File: src/rtl/alu_arbiter.sv
// alu_arbiter: two requesters share a single alu, one operation in flight.
//
// A round-robin arbiter accepts one request while IDLE and registers the
// operands. The alu evaluates them during EXEC, and the registered result is
// returned over a valid/ready response channel in RESP.
//
// Ports:
//   clk, rst_n                    clock, synchronous active-low reset
//   reqN_valid / reqN_ready       request handshake for requester N (0, 1)
//   reqN_op, reqN_a, reqN_b       opcode and operands of requester N
//   rsp_valid / rsp_ready         response handshake
//   rsp_id                        requester that issued the answered operation
//   rsp_out, rsp_flags, rsp_err   alu result, {V,C,N,Z} flags, illegal opcode
//
// Also contains the combinational alu used by the arbiter.

// Combinational alu.
// Opcodes: 0 ADD, 1 SUB, 2 LSL, 3 ASR, 4 LSR, 5 AND, 6 OR, 7 XOR, 8 EQUAL.
// The shift amount is the full b operand, so shifting by WORD_SIZE or more
// empties the word (ASR fills it with the sign bit).
module alu #(
  parameter int WORD_SIZE = 16
) (
  input  logic [3:0]           op,
  input  logic [WORD_SIZE-1:0] a,
  input  logic [WORD_SIZE-1:0] b,
  output logic [WORD_SIZE-1:0] out,
  output logic [3:0]           flags,
  output logic                 err
);

  localparam int MSB = WORD_SIZE - 1;

  logic [WORD_SIZE:0] sum;
  logic [WORD_SIZE:0] diff;
  logic               carry;
  logic               ovf;

  // The extra top bit of sum is the carry out. The extra top bit of diff is
  // the borrow, which is set exactly when a < b unsigned.
  always_comb begin
    sum   = {1'b0, a} + {1'b0, b};
    diff  = {1'b0, a} - {1'b0, b};
    out   = '0;
    carry = 1'b0;
    ovf   = 1'b0;
    err   = 1'b0;
    case (op)
      4'd0: begin
        out   = sum[MSB:0];
        carry = sum[WORD_SIZE];
        ovf   = (a[MSB] == b[MSB]) && (sum[MSB] != a[MSB]);
      end
      4'd1: begin
        out   = diff[MSB:0];
        carry = diff[WORD_SIZE];
        ovf   = (a[MSB] != b[MSB]) && (diff[MSB] != a[MSB]);
      end
      4'd2: out = a << b;
      4'd3: out = WORD_SIZE'($signed(a) >>> b);
      4'd4: out = a >> b;
      4'd5: out = a & b;
      4'd6: out = a | b;
      4'd7: out = a ^ b;
      4'd8: out = {{(WORD_SIZE-1){1'b0}}, (a == b)};
      default: err = 1'b1;
    endcase
    // An illegal opcode reports all-zero flags, so Z is suppressed as well.
    flags = err ? 4'b0000 : {ovf, carry, out[MSB], (out == '0)};
  end

endmodule

module alu_arbiter #(
  parameter int WORD_SIZE = 16
) (
  input  logic                 clk,
  input  logic                 rst_n,
  input  logic                 req0_valid,
  output logic                 req0_ready,
  input  logic [3:0]           req0_op,
  input  logic [WORD_SIZE-1:0] req0_a,
  input  logic [WORD_SIZE-1:0] req0_b,
  input  logic                 req1_valid,
  output logic                 req1_ready,
  input  logic [3:0]           req1_op,
  input  logic [WORD_SIZE-1:0] req1_a,
  input  logic [WORD_SIZE-1:0] req1_b,
  output logic                 rsp_valid,
  input  logic                 rsp_ready,
  output logic                 rsp_id,
  output logic [WORD_SIZE-1:0] rsp_out,
  output logic [3:0]           rsp_flags,
  output logic                 rsp_err
);

  typedef enum logic [1:0] {IDLE, EXEC, RESP} state_t;

  state_t               state;
  state_t               state_next;
  logic                 last_grant;
  logic                 grant_id;
  logic                 accept;
  logic [3:0]           op_q;
  logic [WORD_SIZE-1:0] a_q;
  logic [WORD_SIZE-1:0] b_q;
  logic                 id_q;
  logic [WORD_SIZE-1:0] alu_out;
  logic [3:0]           alu_flags;
  logic                 alu_err;

  // Round-robin choice. On contention the requester that did not win last
  // time gets the grant. Otherwise the single valid requester gets it.
  // The result only matters when at least one requester is valid.
  always_comb begin
    grant_id = (req0_valid && req1_valid) ? ~last_grant : req1_valid;
  end

  // Next-state and handshake logic. Readies are only raised in IDLE and
  // are gated by rst_n, so nothing is accepted in a reset cycle. rsp_valid
  // is gated the same way.
  always_comb begin
    state_next = state;
    accept     = 1'b0;
    req0_ready = 1'b0;
    req1_ready = 1'b0;
    rsp_valid  = 1'b0;
    case (state)
      IDLE: begin
        if (rst_n && (req0_valid || req1_valid)) begin
          accept     = 1'b1;
          req0_ready = ~grant_id;
          req1_ready = grant_id;
          state_next = EXEC;
        end
      end
      EXEC: state_next = RESP;
      RESP: begin
        rsp_valid = rst_n;
        if (rsp_ready) state_next = IDLE;
      end
      default: state_next = IDLE;
    endcase
  end

  // State register.
  always_ff @(posedge clk) begin
    if (!rst_n) state <= IDLE;
    else        state <= state_next;
  end

  // Operand capture at the request handshake and result capture at the end
  // of EXEC. The response registers are untouched in RESP, which keeps them
  // stable during backpressure.
  always_ff @(posedge clk) begin
    if (!rst_n) begin
      last_grant <= 1'b1;
      op_q       <= '0;
      a_q        <= '0;
      b_q        <= '0;
      id_q       <= 1'b0;
      rsp_id     <= 1'b0;
      rsp_out    <= '0;
      rsp_flags  <= '0;
      rsp_err    <= 1'b0;
    end else begin
      if (accept) begin
        last_grant <= grant_id;
        id_q       <= grant_id;
        op_q       <= grant_id ? req1_op : req0_op;
        a_q        <= grant_id ? req1_a  : req0_a;
        b_q        <= grant_id ? req1_b  : req0_b;
      end
      if (state == EXEC) begin
        rsp_id    <= id_q;
        rsp_out   <= alu_out;
        rsp_flags <= alu_flags;
        rsp_err   <= alu_err;
      end
    end
  end

  alu #(.WORD_SIZE(WORD_SIZE)) u_alu (
    .op    (op_q),
    .a     (a_q),
    .b     (b_q),
    .out   (alu_out),
    .flags (alu_flags),
    .err   (alu_err)
  );

endmodule

File: config.mk
export PLATFORM = sky130hd
export DESIGN_NAME = alu_arbiter
export DESIGN_NICKNAME = d
export VERILOG_FILES = /design/src/rtl/alu_arbiter.sv
export SDC_FILE = /design/constraint.sdc
export NUM_CORES = 1
export LEC_CHECK = 0
export BUFFER_PORTS_ARGS = -buffer_cell sky130_fd_sc_hd__buf_4
export CELL_PAD_IN_SITES_DETAIL_PLACEMENT = 1
export CELL_PAD_IN_SITES_GLOBAL_PLACEMENT = 1
export CORE_UTILIZATION = 41
export DETAILED_ROUTE_END_ITERATION = 6
export GPL_TIMING_DRIVEN = 0
export PLACE_DENSITY = 0.79
export SYNTH_ARGS = -nofsm -noshare
export SYNTH_HDL_FRONTEND = slang
export SYNTH_SLANG_ARGS = --single-unit
File: constraint.sdc
create_clock -name clk -period 4.1 [get_ports clk]
set_input_delay 0.82 -clock clk [delete_from_list [all_inputs] [get_ports clk]]
set_output_delay 0.82 -clock clk [all_outputs]
set_load 0.01 [all_outputs]
==> out/results.md <==
| Result | This run |
|---|---|
| Horizontal extent of the die | 135 um |
| Share of power burned in registers | 23.6% |
| Layout cell share with drive strength beyond 1 | 18.4% |
| Iteration-0 DRC Markers | 913 |
| Ports placed on the boundary | 102 |
| Avg WL per Cell | 26.8 um |
| Buffers & Inverters on Critical Path | 4 |
| Timing-limited maximum frequency | 250 MHz |
| Total power per unit cell area | 360 nW/um2 |
| Fin Clk Skew | 22.0 ps |
| RSZ-0062 raised after global routing | false |
| Critical-path top delay cell | nor4_1 |
| Count of yosys warnings during synthesis | 0 |
| Synthesis-to-layout area growth | 19.3% |
| Critical path peak fanout | 10 |
| TritonCTS clock tree | yes |
| Count of H-tree levels built during CTS | 3 |
| Total of endpoints with negative setup slack in the final report | 0 |
| Top cell type's share of synthesized area | 17.1% |
| Crit path max-delay family | buffers and inverters |
| Clock insertion delay at the later pin of the skew report | 370 ps |
| Sw power | 0.00143 W |
| Top Metal Used | met4 |
| Number of standard cells after synthesis | 938 |
| Slew at the pin closest to its max-slew limit | 971 ps |
| CTS max path bufs | 2 |
| Number of synthesized register bits | 62 |
| Cells taking the most area after synthesis | dfxtp_1 (17%), mux2i_1 (13%), ha_1 (8.3%), nor2_1 (5.5%), a211oi_1 (5.5%) |
| Kind of start point of the critical path | register |
| Register clock-pin slew on the reported worst setup and hold paths | 70 ps |
| Worst EP arrival | 4290 ps |
| Worst VDD drop | 0.000241 V |
| Via count of the first global-routing pass | 8250 |
| Router iterations before antenna repair | 6 |
| Antenna violations before repair | 1 |
| Vias per Instance | 6.60 |
| Post-Synthesis Cell Area | 7270 um2 |
| Clock buffer count from CTS | 9 |
| Net count of the finished layout | 1179 |
| Leading cell type in the layout, fill and taps excluded | nor2_1 |
| Met2 WL post-DR | 14900 um |
| Sequential fraction of the synthesis area | 17.1% |
| Total Die Area | 18300 um2 |
| Type of the worst setup path | register to register |
| Crit path required time | 4390 ps |
| Global route total overflow | 0 |
| Sum of routed wire segments on met1 | 14500 um |
| Routed length on met3 | 3260 um |
| Cell repeated most along the worst path | buf_2 |
| Combinational share of power | 49.5% |
| Minimum clock period | 4000 ps |
| Post-synth cell types | 81 |
| Overall routed net length | 34400 um |
| Row count | 48 |
| Outcome | finished clean |
| Switching share of total power | 45.9% |
| Core box area | 17300 um2 |
| Global-route wire length before repair | 50900 um |
| Final antenna-violating net count | 0 |
| Finished Layout Cells | 1283 |
| Most area-hungry cell type in the Yosys netlist | dfxtp_1 |
| Hold_buf cts | 0 |
| Commonest cells after routing, fill and taps aside | nor2_1 (107), buf_4 (106), mux2i_1 (93), dfxtp_1 (62), clkbuf_1 (59) |
| Delay of the slowest cell on the worst path | 850 ps |
| Routability congestion estimate from global placement | 0.987 |
| Total via count after detailed routing | 8469 |
| Starting utilization of the core area | 42.0% |
| Max-capacitance violation count | 0 |
| Async set-or-reset flop fraction in the synthesized netlist | 0% |
| Clock Root Buffer | clkbuf_16 |
| Detailed placer's ending HPWL | 27100 um |
| Placed cell count | 1264 |
| Remaining routing DRC violations | 0 |
| Worst slew margin | 34.6% |
| Max-slew violation total from the final report | 0 |
| Count of flip-flops with a built-in enable after synthesis | 0 |
| Count of endpoints failing hold in the final timing report | 0 |
| Pre-CTS WS | -144 ps |
| Type of the tightest min-delay check | register to register |
| Post-Syn Nets | 1065 |
| Clock share of power | 26.9% |
| GRT Util Overall | 37.8% |
| Clock sink count | 62 |
| Share of the clock period used by the worst path after layout | 97.6% |
| Post-Synthesis Mean Instance Area | 7.75 um2 |
| Power consumption | 0.00312 W |
| Final critical-path setup slack | 100 ps |
| Leakage power of the design | 3.35 nW |
| Internal power | 0.00169 W |
| Critical Path, Cell by Cell | buf_2 > clkbuf_1 > buf_2 > buf_1 > nor2_1 > o21ai_0 > a21oi_1 > nor4_1 > o21a_1 > o2111ai_1 > o21ai_1 |
| Pin count of the biggest net entering global routing | 14 |
| Critical Path Sink Type | register |
| Top FF cell, synth | dfxtp_1 |
| Die span in y | 135 um |
| PortBufs | 101 |
[power by group through the flow]
| stage | clock network [W] | logic, W | registers [W] |
|---|---|---|---|
| global route | 0.000858 | 0.00162 | 0.000741 |
| global placement | 0 | 0.00145 | 0.000741 |
| floorplan | 0 | 0.000944 | 0.000719 |
| detailed placement | 0 | 0.00146 | 0.000745 |
| finish | 0.000837 | 0.00154 | 0.000736 |
| CTS | 0.000833 | 0.00148 | 0.000732 |
[cell families after synthesis]
| logic type | Yosys count | share of synthesized area [%] |
|---|---|---|
| adder cells (fa/ha/maj) | 50 | 8.82 |
| AND/OR/NAND/NOR | 280 | 19.3 |
| AO/OA/AOI/OAI | 281 | 27.8 |
| XOR/XNOR | 10 | 1.21 |
| multiplexers | 118 | 18.2 |
| flip-flops | 62 | 17.1 |
| buffers and inverters | 137 | 7.61 |
[synth_stat cells, types with 8 or more instances]
library cell	count
o21ai_0	40
a211oi_1	53
mux2i_1	93
nor4_1	12
mux4_2	10
ha_1	48
a21o_1	9
nand2b_1	12
a21oi_1	37
nand2_1	38
nor2_1	107
a31oi_1	12
nor3_1	25
buf_2	14
clkbuf_1	62
o21bai_1	9
nand3_1	19
or3_1	10
o22ai_1	14
nor2b_1	8
inv_1	44
mux2_2	15
dfxtp_1	62
o22a_1	12
a22o_1	12
[flip-flops by register name (all words and copies together) (netlist names)]
register and cells:
rsp_id 1, b_q 16, rsp_out 16, op_q 4, id_q 1, a_q 16, rsp_err 1, rsp_flags 4
state 2, last_grant 1
[area by class of cell]
cell class | instances | area (um2)
clock buffers | 9 | 225
well taps | 225 | 282
inverters | 48 | 186
repair buffers | 104 | 781
flip-flops and latches | 62 | 1240
fillers | 2181 | 8630
diodes | 1 | 2.50
clock inverters | 7 | 80.1
multi-input cells | 739 | 5490
plain buffers | 88 | 377
[final timing paths]
path,start,end,slack [ps],depth (start not counted)
hold reg to reg,rsp_flags[1]$_SDFFE_PN0N_,rsp_flags[1]$_SDFFE_PN0N_,470,1
hold / removal,rsp_flags[1]$_SDFFE_PN0N_,rsp_flags[1]$_SDFFE_PN0N_,470,1
setup reg to reg,b_q[2]$_SDFFE_PN0P_,rsp_flags[0]$_SDFFE_PN0N_,100,11
setup / recovery,b_q[2]$_SDFFE_PN0P_,rsp_flags[0]$_SDFFE_PN0N_,100,11
[routing by layer]
| layer | global-route usage (%) | vias to the layer above |
|---|---|---|
| li1 | - | 3746 |
| met4 | 19.0 | 0 |
| met1 | 50.5 | 4076 |
| met5 | 0 | - |
| met2 | 58.0 | 538 |
| met3 | 7.06 | 109 |
[what timing repair did]
action,CTS,global route
buffers inserted,0,3
resized for setup,5,11
setup endpoints to repair,1,5
[through the flow]
stage	utilization, %	hold slack (ps)	cell area, um2	TNS (ps)
6_report	50.1	467	8670	0
5_1_grt	50.1	489	8660	0
4_1_cts	49.9	475	8630	0
3_5_place_dp	48.0	459	8310	-144
3_3_place_gp	48.0	440	8310	-72.9
2_1_floorplan	-	431	7270	0
Power figures use the tool's default switching activity.
